File: config.mk
export PLATFORM = sky130hd
export DESIGN_NAME = u712_chip_cycle
export DESIGN_NICKNAME = d
export VERILOG_FILES = /design/src/rtl/u712_pkg.sv /design/src/rtl/u712_sync_edge.sv /design/src/rtl/u712_chip_cycle.sv
export SDC_FILE = /design/constraint.sdc
export NUM_CORES = 1
export LEC_CHECK = 0
export BUFFER_PORTS_ARGS = -buffer_cell sky130_fd_sc_hd__buf_4
export CORE_AREA = 5 5 52 54
export DETAILED_ROUTE_END_ITERATION = 8
export DIE_AREA = 0 0 57 59
export PLACE_DENSITY = 0.72
export SETUP_SLACK_MARGIN = 0.3
export SLEW_MARGIN = 40
export SYNTH_ARGS = -nofsm -noshare
export SYNTH_HDL_FRONTEND = slang
export SYNTH_SLANG_ARGS = --single-unit
File: constraint.sdc
create_clock -name CLK40 -period 3 [get_ports CLK40]
set_input_delay 0 -clock CLK40 [delete_from_list [all_inputs] [get_ports CLK40]]
set_output_delay 0 -clock CLK40 [all_outputs]
set_load 0.03 [all_outputs]
File: src/rtl/u712_pkg.sv
// Shared definitions for the U712 chip-space cycle sequencer.
package u712_pkg;

    typedef enum logic [2:0] {
        IDLE      = 3'd0,
        WAIT_SLOT = 3'd1,
        ADDR      = 3'd2,
        DATA      = 3'd3,
        ACK       = 3'd4,
        RECOVER   = 3'd5
    } state_e;

    localparam int unsigned RECOVER_CLKS_DEF = 3;
    localparam int unsigned TIMEOUT_CCK_DEF  = 64;

endpackage

File: src/rtl/u712_sync_edge.sv
// Two-flop synchroniser for an asynchronous Agnus signal, with a third
// flop giving single-clock rise/fall pulses of the synchronised level.
module u712_sync_edge (
    input  logic clk,
    input  logic rst_n,
    input  logic d,
    output logic level,
    output logic rise,
    output logic fall
);

    logic [2:0] sh_q;
    logic [2:0] sh_d;

    always_comb begin
        sh_d = {sh_q[1:0], d};
    end

    // Idles high so a line that is high out of reset produces no edge.
    always_ff @(negedge clk) begin
        if (!rst_n) begin
            sh_q <= 3'b111;
        end else begin
            sh_q <= sh_d;
        end
    end

    assign level = sh_q[1];
    assign rise  = sh_q[1] & ~sh_q[2];
    assign fall  = ~sh_q[1] & sh_q[2];

endmodule

File: src/rtl/u712_chip_cycle.sv
// Sequences one CPU access to chip RAM / custom registers: waits for a free
// Agnus slot aligned to CCK, runs the bus cycle, then pulses AGNUS_TACK.
module u712_chip_cycle
    import u712_pkg::*;
#(
    parameter int unsigned RECOVER_CLKS = RECOVER_CLKS_DEF,
    parameter int unsigned TIMEOUT_CCK  = TIMEOUT_CCK_DEF
) (
    input  logic CLK40,
    input  logic RESETn,
    input  logic TSn,
    input  logic CHIP_SEL,
    input  logic RnW,
    input  logic CCK,
    input  logic DBRn,
    output logic CHIP_CYC,
    output logic DWR_EN,
    output logic LATCH_RD,
    output logic AGNUS_TACK,
    output logic STARVED
);

    localparam int unsigned SLOT_W = $clog2(TIMEOUT_CCK + 1);
    localparam int unsigned REC_W  = $clog2(RECOVER_CLKS + 1);

    logic cck_rise;
    logic cck_fall;
    logic cck_s;
    logic dbr_s;
    logic dbr_rise;
    logic dbr_fall;

    state_e              state_q,      state_d;
    logic                rnw_q,        rnw_d;
    logic [SLOT_W-1:0]   slot_q,       slot_d;
    logic [REC_W-1:0]    rec_q,        rec_d;
    logic                chip_cyc_q,   chip_cyc_d;
    logic                dwr_en_q,     dwr_en_d;
    logic                latch_rd_q,   latch_rd_d;
    logic                agnus_tack_q, agnus_tack_d;
    logic                starved_q,    starved_d;

    u712_sync_edge u_cck_sync (
        .clk   (CLK40),
        .rst_n (RESETn),
        .d     (CCK),
        .level (cck_s),
        .rise  (cck_rise),
        .fall  (cck_fall)
    );

    u712_sync_edge u_dbr_sync (
        .clk   (CLK40),
        .rst_n (RESETn),
        .d     (DBRn),
        .level (dbr_s),
        .rise  (dbr_rise),
        .fall  (dbr_fall)
    );

    // Only the DBRn level and the CCK edges steer the sequencer.
    logic unused_sync;
    assign unused_sync = &{1'b0, cck_s, dbr_rise, dbr_fall};

    always_comb begin
        state_d    = state_q;
        rnw_d      = rnw_q;
        slot_d     = slot_q;
        rec_d      = rec_q;
        starved_d  = starved_q;
        latch_rd_d = 1'b0;

        case (state_q)
            IDLE: begin
                if (!TSn && CHIP_SEL) begin
                    rnw_d   = RnW;
                    slot_d  = '0;
                    state_d = WAIT_SLOT;
                end
            end
            WAIT_SLOT: begin
                if (cck_rise) begin
                    if (dbr_s) begin
                        state_d = ADDR;
                    end else begin
                        if (slot_q != SLOT_W'(TIMEOUT_CCK)) begin
                            slot_d = slot_q + SLOT_W'(1);
                        end
                        // Agnus kept the bus too long: terminate without a bus cycle.
                        if (slot_q == SLOT_W'(TIMEOUT_CCK - 1)) begin
                            starved_d = 1'b1;
                            state_d   = ACK;
                        end
                    end
                end
            end
            ADDR: begin
                if (cck_fall) begin
                    state_d = DATA;
                end
            end
            DATA: begin
                if (cck_rise) begin
                    latch_rd_d = rnw_q;
                    state_d    = ACK;
                end
            end
            ACK: begin
                rec_d   = '0;
                state_d = RECOVER;
            end
            RECOVER: begin
                if (rec_q == REC_W'(RECOVER_CLKS - 1)) begin
                    state_d = IDLE;
                end else begin
                    rec_d = rec_q + REC_W'(1);
                end
            end
            default: begin
                state_d = IDLE;
            end
        endcase

        chip_cyc_d   = (state_d == ADDR) || (state_d == DATA);
        dwr_en_d     = chip_cyc_d && !rnw_d;
        agnus_tack_d = (state_q == ACK);
    end

    always_ff @(negedge CLK40) begin
        if (!RESETn) begin
            state_q      <= IDLE;
            rnw_q        <= 1'b1;
            slot_q       <= '0;
            rec_q        <= '0;
            chip_cyc_q   <= 1'b0;
            dwr_en_q     <= 1'b0;
            latch_rd_q   <= 1'b0;
            agnus_tack_q <= 1'b0;
            starved_q    <= 1'b0;
        end else begin
            state_q      <= state_d;
            rnw_q        <= rnw_d;
            slot_q       <= slot_d;
            rec_q        <= rec_d;
            chip_cyc_q   <= chip_cyc_d;
            dwr_en_q     <= dwr_en_d;
            latch_rd_q   <= latch_rd_d;
            agnus_tack_q <= agnus_tack_d;
            starved_q    <= starved_d;
        end
    end

    assign CHIP_CYC   = chip_cyc_q;
    assign DWR_EN     = dwr_en_q;
    assign LATCH_RD   = latch_rd_q;
    assign AGNUS_TACK = agnus_tack_q;
    assign STARVED    = starved_q;

endmodule
==> flow_metrics.env, run 1 <==
export IMPL_outcome="complete, no violations"
export IMPL_ctsHoldBuffers=0
export IMPL_antenna_found_initial=0
export IMPL_whs_ps=408
export IMPL_startpoint_type="flip-flop"
export IMPL_syn_avg_cell_area_um2=9.27
export IMPL_reg2reg_slack_ps=1370
export IMPL_drt_antenna_violating_nets=0
export IMPL_critPathBufInv=1
export IMPL_synth_seq_cells=23
export IMPL_tritoncts="done"
export IMPL_vias=1005
export IMPL_maxCapViolations=0
export IMPL_end_kind="primary output"
export IMPL_start_util_pct=51.7
export IMPL_cts_buffer_depth=2
export IMPL_required_ps=3000
export IMPL_vdd_drop_max_mv=0.338
export IMPL_cp_top_family="flip-flops"
export IMPL_synthXorXnorAreaFrac_pct=0
export IMPL_routedWlPerCell_um=12.3
export IMPL_cp_slowest_cell="dfxtp_1"
export IMPL_synth_distinct_cells=40
export IMPL_cts_buffers=3
export IMPL_io_buffers=11
export IMPL_utilization_pct=61.1
export IMPL_drc=0
export IMPL_worst_pin_slew_ps=522
export IMPL_critical_path_max_fanout=2
export IMPL_clk_pin_slew_worst_paths_ps=40
export IMPL_grt_setup_unrepaired="false"
export IMPL_die_width_um=57
export IMPL_ctsResizeCount=0
export IMPL_grtUsageTotal_pct=13.9
export IMPL_postLayoutCellArea_mm2=0.00133
export IMPL_tns_ps=0
export IMPL_cts_setup_buffers=0
export IMPL_r2r_start="slot_q[0]"
export IMPL_syn_inst=121
export IMPL_synth_area_mux_share_pct=4.46
export IMPL_cp_startpoint="STARVED"
export IMPL_placed_area_mm2=0.00121
export IMPL_hold_path_class="flip-flop to flip-flop"
export IMPL_io_pin_count=12
export IMPL_synth_seq_area_share_pct=41.1
export IMPL_crit_arrival_ps=2380
export IMPL_cts_root_buf="clkbuf_4"
export IMPL_core_mm2=0.00217
export IMPL_layout_common_cells="29 x inv_1, 23 x dfxtp_1, 16 x nand2_1"
export IMPL_synth_top_family_by_area="simple AND/OR/NAND/NOR gates"
export IMPL_die_h_um=59
export IMPL_place_congestion=0.866
export IMPL_wl_um=2230
export IMPL_slew_viol_final=0
export IMPL_nets=165
export IMPL_path_depth=1
export IMPL_hold_viol_final=0
export IMPL_netlist_area_mm2=0.00112
export IMPL_grt_pass1_vias=959
export IMPL_fp_dieArea_mm2=0.00336
export IMPL_slowest_delay_ps=320
export IMPL_reg2reg_depth=5
export IMPL_rows=17
export IMPL_synth_compound_area_share_pct=19.0
export IMPL_synth_fa_ha_area_share_pct=3.35
export IMPL_power_density_mw_per_mm2=484
export IMPL_diodes=0
export IMPL_grt_start_max_net_pins=15
export IMPL_critPathKind="flip-flop to primary output"
export IMPL_setup_viol=0
export IMPL_critPathCapture="STARVED"
export IMPL_synth_simple_area_share_pct=27.3
export IMPL_p_leak_nw=0.584
export IMPL_areaGrowthSynthToFinish_pct=18.2
export IMPL_avgViaCountPerCell=5.52
export IMPL_drive_above_1_share_pct=13.6
export IMPL_cts_sinks=23
export IMPL_worstReg2RegEnd="slot_q[5]"
export IMPL_drt_iter0_drc=15
export IMPL_yosysWarnings=0
export IMPL_layout_commonest_cell="inv_1"
export IMPL_maxSlewHeadroom_pct=65.1
export IMPL_clock_skew_ps=26.7
export IMPL_crit_chain="buf_4"
export IMPL_grt_pass1_wl_um=3720
export IMPL_drt_pass1_iterations=4
export IMPL_hpwl_um=1560
export IMPL_grt_remaining_overflow=0
export IMPL_clk_latency_ps=410
export IMPL_htreeDepth=1
export IMPL_syn_nets=131
[layout make-up]
type | count | area (um^2)
inverter | 6 | 22.5
multi-input combinational | 87 | 607
clock inverter | 24 | 95.1
clock buffer | 3 | 22.5
sequential | 23 | 460
timing repair buffer | 11 | 82.6
fill | 205 | 845
tap | 28 | 35.0
[flip-flops by register name, summed over array words and instances (netlist names)]
name and flops:
u_cck_sync.sh_q 3, DWR_EN 1, u_dbr_sync.sh_q 2, LATCH_RD 1
slot_q 7, rnw_q 1, STARVED 1, state_q 3
AGNUS_TACK 1, rec_q 2, CHIP_CYC 1
[synth_stat cells, drive strengths merged]
cell	instances	area share, %
a21o	1	0.67
and2	1	0.56
o22ai	1	0.56
inv	7	2.3
o21ai	3	1.3
nor4b	2	2.9
nand3	3	1.3
nor2	6	2.2
nand3b	1	0.67
nand2b	10	5.6
a211o	2	1.6
o211a	1	0.89
and3	1	0.56
a22oi	1	0.67
o32ai	1	0.78
ha	3	3.3
nor2b	2	1.1
a41oi	2	1.6
clkbuf	1	0.33
or3b	1	1.0
mux2i	5	4.5
o41ai	2	1.6
a2111oi	1	2.5
a21oi	6	2.7
o31ai	1	0.67
nand4	2	1.1
buf	3	2.1
a211oi	1	0.67
o21a	3	2.0
nor4bb	1	0.89
a41o	1	0.89
nor3	4	1.8
nor3b	2	2.2
dfxtp	23	41
nand2	16	5.4
[logic make-up (layout without fill, tap and decap cells)]
logic type	count (synthesis)	in the layout
multiplexers	5	5
AO/OA/AOI/OAI	27	27
adder cells (fa/ha/maj)	3	3
buffers and inverters	11	44
flip-flops	23	23
AND/OR/NAND/NOR	52	52
[power breakdown]
group	switching, mW	internal [mW]
clock network	0.184	0.0924
logic	0.0233	0.0212
registers	0.00760	0.312
total	0.215	0.426
[per-layer routing]
layer | vias up | GRT usage (%) | part of all wire [%]
met1 | 469 | 15.3 | 44
met2 | 24 | 21.0 | 47
met4 | 0 | 9.60 | 2.3
met5 | - | 0 | 0
li1 | 504 | - | -
met3 | 8 | 6.97 | 6.5
[metrics by stage]
step	power (mW)	cells	setup slack (ps)
after global placement	0.418	156	353
after global routing	0.700	182	550
after CTS	0.659	182	599
final	0.641	182	618
after detailed placement	0.419	156	306
after floorplan	0.407	121	516
[how the worst min path moves through the flow]
stage	to	depth (start not counted)	from
2_1_floorplan	u_cck_sync.sh_q[1]	1	u_cck_sync.sh_q[0]
3_3_place_gp	u_dbr_sync.sh_q[1]	1	u_dbr_sync.sh_q[0]
3_5_place_dp	u_cck_sync.sh_q[1]	1	u_cck_sync.sh_q[0]
4_1_cts	u_cck_sync.sh_q[1]	1	u_cck_sync.sh_q[0]
5_1_grt	u_cck_sync.sh_q[1]	1	u_cck_sync.sh_q[0]
6_report	u_cck_sync.sh_q[1]	1	u_cck_sync.sh_q[0]
(Power assumes the default switching activity.)
==> inputs of run 2 (changes only) <==
==> constraint.sdc (replaced) <==
create_clock -name CLK40 -period 2.3 [get_ports CLK40]
set_input_delay 0 -clock CLK40 [delete_from_list [all_inputs] [get_ports CLK40]]
set_output_delay 0 -clock CLK40 [all_outputs]
set_load 0.03 [all_outputs]
==> flow_metrics.env, run 2 (synthesis results as in run 1) <==
export IMPL_outcome="complete, no violations"
export IMPL_io_pin_count=12
export IMPL_vias=1012
export IMPL_die_h_um=59
export IMPL_top_register="slot_q"
export IMPL_routedWlPerCell_um=13.7
export IMPL_drt_pass1_iterations=4
export IMPL_cts_sinks=23
export IMPL_hpwl_um=1670
export IMPL_ctsHoldBuffers=0
export IMPL_slowest_delay_ps=340
export IMPL_core_mm2=0.00217
export IMPL_slew_viol_final=0
export IMPL_clk_pin_slew_worst_paths_ps=50
export IMPL_p_leak_nw=0.603
export IMPL_required_ps=2300
export IMPL_wl_um=2520
export IMPL_clock_skew_ps=25.0
export IMPL_tritoncts="done"
export IMPL_antenna_found_initial=0
export IMPL_crit_chain="buf_6"
export IMPL_tns_ps=0
export IMPL_top_regs="slot_q (7), state_q (3), u_cck_sync.sh_q (3)"
export IMPL_cp_top_family="flip-flops"
export IMPL_maxCapViolations=0
export IMPL_layout_commonest_cell="inv_1"
export IMPL_filler_cell_count=202
export IMPL_critPathBufInv=1
export IMPL_place_congestion=0.815
export IMPL_startpoint_type="flip-flop"
export IMPL_areaGrowthSynthToFinish_pct=22.7
export IMPL_critical_path_max_fanout=1
export IMPL_cts_root_buf="clkbuf_4"
export IMPL_hold_viol_final=0
export IMPL_grt_pass1_vias=983
export IMPL_diodes=0
export IMPL_largest_reg_flops=7
export IMPL_vdd_drop_max_mv=0.513
export IMPL_cts_buffer_depth=2
export IMPL_die_width_um=57
export IMPL_grtUsageTotal_pct=16.3
export IMPL_end_kind="primary output"
export IMPL_layout_common_cells="29 x inv_1, 18 x dfxtp_1, 16 x nand2_1"
export IMPL_drive_above_1_share_pct=18.6
export IMPL_power_density_mw_per_mm2=607
export IMPL_crit_arrival_ps=2010
export IMPL_drt_iter0_drc=17
export IMPL_setup_viol=0
export IMPL_postLayoutCellArea_mm2=0.00138
export IMPL_cp_slowest_cell="dfxtp_2"
export IMPL_critPathKind="flip-flop to primary output"
export IMPL_start_util_pct=51.7
export IMPL_stdcell_count=184
export IMPL_avgViaCountPerCell=5.50
export IMPL_grt_setup_unrepaired="true"
export IMPL_drt_antenna_violating_nets=0
export IMPL_grt_pass1_wl_um=4300
export IMPL_drc=0
export IMPL_clk_latency_ps=390
export IMPL_io_buffers=11
export IMPL_fp_dieArea_mm2=0.00336
export IMPL_hold_path_class="flip-flop to flip-flop"
export IMPL_placed_area_mm2=0.00123
export IMPL_maxSlewHeadroom_pct=64.3
export IMPL_htreeDepth=1
export IMPL_dp_cells=157
export IMPL_worst_pin_slew_ps=533
export IMPL_nets=167
export IMPL_cts_buffers=3
export IMPL_rows=17
export IMPL_grt_remaining_overflow=0
export IMPL_grt_start_max_net_pins=15
-- run 2: cell type report --
cell class,count,area [um^2],share of cell area (%)
clock buffers,3,22.5,1.64
inverters,6,22.5,1.64
clock inverters,24,95.1,6.92
repair buffers,13,116,8.46
well taps,28,35.0,2.55
flip-flops and latches,23,467,33.9
multi-input cells,87,617,44.9
-- run 2: repair_timing --
| action | 4_1_cts | 5_1_grt |
|---|---|---|
| cloned | 0 | 0 |
| pin swaps | 0 | 0 |
| endpoints found under the setup margin | 2 | 5 |
| resized for setup | 4 | 6 |
| buffers inserted | 1 | 0 |
-- run 2: per-stage QoR --
step / worst slack, ps / power [mW] / hold slack [ps] / util [%]
5_1_grt: 251 / 0.911 / 408 / 63.4
3_3_place_gp: 129 / 0.549 / 391 / 56.6
4_1_cts: 283 / 0.853 / 404 / 62.7
2_1_floorplan: 300 / 0.533 / 386 / -
3_5_place_dp: 83.7 / 0.551 / 402 / 56.6
6_report: 288 / 0.834 / 401 / 63.4
-- run 2: report_power, final --
part | internal (mW) | switching (mW) | leakage [nW] | total (mW)
combinational | 0.0301 | 0.0328 | 0.273 | 0.0629
sequential | 0.407 | 0.0113 | 0.189 | 0.418
clock | 0.120 | 0.233 | 0.140 | 0.353
-- run 2: final timing paths --
| kind | startpoint | endpoint | slack (ps) | cells past startpoint |
|---|---|---|---|---|
| max | LATCH_RD | LATCH_RD | 290 | 1 |
| min | u_dbr_sync.sh_q[0] | u_dbr_sync.sh_q[1] | 400 | 1 |
| max reg2reg | slot_q[0] | slot_q[2] | 590 | 5 |
| min reg2reg | u_dbr_sync.sh_q[0] | u_dbr_sync.sh_q[1] | 400 | 1 |
-- run 2: metal layers --
layer / share of wire [%] / GRT usage (%) / routed length (um) / vias to the layer above
li1: - / - / - / 503
met1: 42 / 16.6 / 1070 / 477
met2: 52 / 30.2 / 1300 / 26
met3: 3.8 / 5.01 / 95 / 6
met4: 2.1 / 7.62 / 53 / 0
met5: 0 / 0 / 0 / -
==> inputs of run 3 (changes only) <==
==> constraint.sdc (replaced) <==
create_clock -name CLK40 -period 2.59 [get_ports CLK40]
set_input_delay 0 -clock CLK40 [delete_from_list [all_inputs] [get_ports CLK40]]
set_output_delay 0 -clock CLK40 [all_outputs]
set_load 0.03 [all_outputs]
==> flow_metrics.env, run 3 (synthesis results as in run 1) <==
export IMPL_htreeDepth=1
export IMPL_wl_met2_um=1120
export IMPL_combPwrFrac_pct=7.2
export IMPL_place_congestion=0.843
export IMPL_clk_latency_ps=390
export IMPL_worst_pin_slew_ps=526
export IMPL_tritoncts="done"
export IMPL_top_layer="met4"
export IMPL_reg2reg_slack_ps=920
export IMPL_die_width_um=57
export IMPL_p_leak_nw=0.589
export IMPL_maxSlewHeadroom_pct=64.8
export IMPL_grt_remaining_overflow=0
export IMPL_seqCellArea_um2=460
export IMPL_grt_pass1_vias=1035
export IMPL_rows=17
export IMPL_io_pin_count=12
export IMPL_grtUsageTotal_pct=14.6
export IMPL_required_ps=2590
export IMPL_critPathBufInv=1
export IMPL_critical_path_max_fanout=2
export IMPL_vdd_drop_max_mv=0.394
export IMPL_cts_setup_buffers=0
export IMPL_cts_buffers=3
export IMPL_vias=1003
export IMPL_layout_common_cells="29 x inv_1, 23 x dfxtp_1, 16 x nand2_1"
export IMPL_switching_share_pct=33.0
export IMPL_end_kind="primary output"
export IMPL_p_seq_share_pct=50.3
export IMPL_tns_ps=0
export IMPL_grt_pass1_wl_um=3930
export IMPL_avgViaCountPerCell=5.48
export IMPL_outcome="complete, no violations"
export IMPL_setup_viol=0
export IMPL_grt_start_max_net_pins=15
export IMPL_hold_viol_final=0
export IMPL_drive_above_1_share_pct=14.2
export IMPL_slowest_delay_ps=320
export IMPL_hpwl_um=1610
export IMPL_die_h_um=59
export IMPL_ctsHoldBuffers=0
export IMPL_hold_end="u_cck_sync.sh_q[1]"
export IMPL_power_density_mw_per_mm2=553
export IMPL_areaGrowthSynthToFinish_pct=18.9
export IMPL_cp_top_family="flip-flops"
export IMPL_drt_pass1_iterations=4
export IMPL_drt_iter0_drc=37
export IMPL_ctsResizeCount=0
export IMPL_clk_pin_slew_worst_paths_ps=40
export IMPL_cts_sinks=23
export IMPL_drc=0
export IMPL_cts_root_buf="clkbuf_4"
export IMPL_startpoint_type="flip-flop"
export IMPL_top_regs="slot_q (7), state_q (3), u_cck_sync.sh_q (3)"
export IMPL_crit_chain="buf_4"
export IMPL_hold_depth=1
export IMPL_p_int_mw=0.494
export IMPL_wl_met1_um=989
export IMPL_top_register="slot_q"
export IMPL_slew_viol_final=0
export IMPL_largest_reg_flops=7
export IMPL_drt_antenna_violating_nets=0
export IMPL_fp_dieArea_mm2=0.00336
export IMPL_core_mm2=0.00217
export IMPL_start_util_pct=51.7
export IMPL_maxCapViolations=0
export IMPL_routedWlPerCell_um=12.6
export IMPL_reg2reg_depth=5
export IMPL_r2r_start="slot_q[0]"
export IMPL_met3_length_um=122
export IMPL_grt_setup_unrepaired="false"
export IMPL_clock_skew_ps=12.7
export IMPL_diodes=0
export IMPL_whs_ps=400
export IMPL_clkPwrFrac_pct=42.5
export IMPL_worstReg2RegEnd="slot_q[6]"
export IMPL_layout_commonest_cell="inv_1"
export IMPL_nets=166
export IMPL_cts_buffer_depth=2
export IMPL_multi_input_area_um2=607
export IMPL_io_buffers=11
export IMPL_cp_slowest_cell="dfxtp_1"
export IMPL_wl_um=2300
export IMPL_hold_path_class="flip-flop to flip-flop"
export IMPL_filler_cell_count=216
export IMPL_power_switching_mw=0.243
export IMPL_worstHoldStart="u_cck_sync.sh_q[0]"
export IMPL_antenna_found_initial=0
export IMPL_critPathKind="flip-flop to primary output"
export IMPL_crit_arrival_ps=2160
## run 3: area by class of cell
class,instances,area share [%]
Timing Repair Buffer,12,6.76
Clock buffer,3,1.69
Inverter,6,1.69
Multi-Input combinational cell,87,45.5
Sequential cell,23,34.6
Clock inverter,24,7.14
Tap cell,28,2.63
## run 3: worst max path at each step
stage,slack [ps],depth (start not counted),startpoint,endpoint
after detailed placement,70,5,TSn,slot_q[5]
after global routing,360,1,STARVED,STARVED
after CTS,410,1,STARVED,STARVED
after global placement,150,5,TSn,slot_q[5]
after floorplan,310,4,TSn,slot_q[5]
final,430,1,STARVED,STARVED
## run 3: power by group through the flow
| stage | registers [mW] | logic (mW) | clock network (mW) |
|---|---|---|---|
| floorplan | 0.372 | 0.0427 | 0.0567 |
| global placement | 0.376 | 0.0519 | 0.0567 |
| detailed placement | 0.377 | 0.0531 | 0.0567 |
| CTS | 0.370 | 0.0534 | 0.336 |
| global route | 0.370 | 0.0581 | 0.381 |
| finish | 0.371 | 0.0532 | 0.313 |
## run 3: metal layers
metal / vias up / track usage, %
met5: - / 0
met4: 0 / 12.3
met3: 8 / 5.45
met2: 25 / 24.8
met1: 465 / 14.1
li1: 505 / -
## run 3: metrics by stage
step                cell area, um^2  power [mW]  instances  setup slack (ps)  util [%]
floorplan                      1120       0.471        121               311         -
global placement               1220       0.485        157               147      56.2
detailed placement             1220       0.486        157              71.3      56.2
CTS                            1330       0.759        183               407      61.4
global route                   1330       0.810        183               360      61.4
finish                         1330       0.737        183               432      61.4
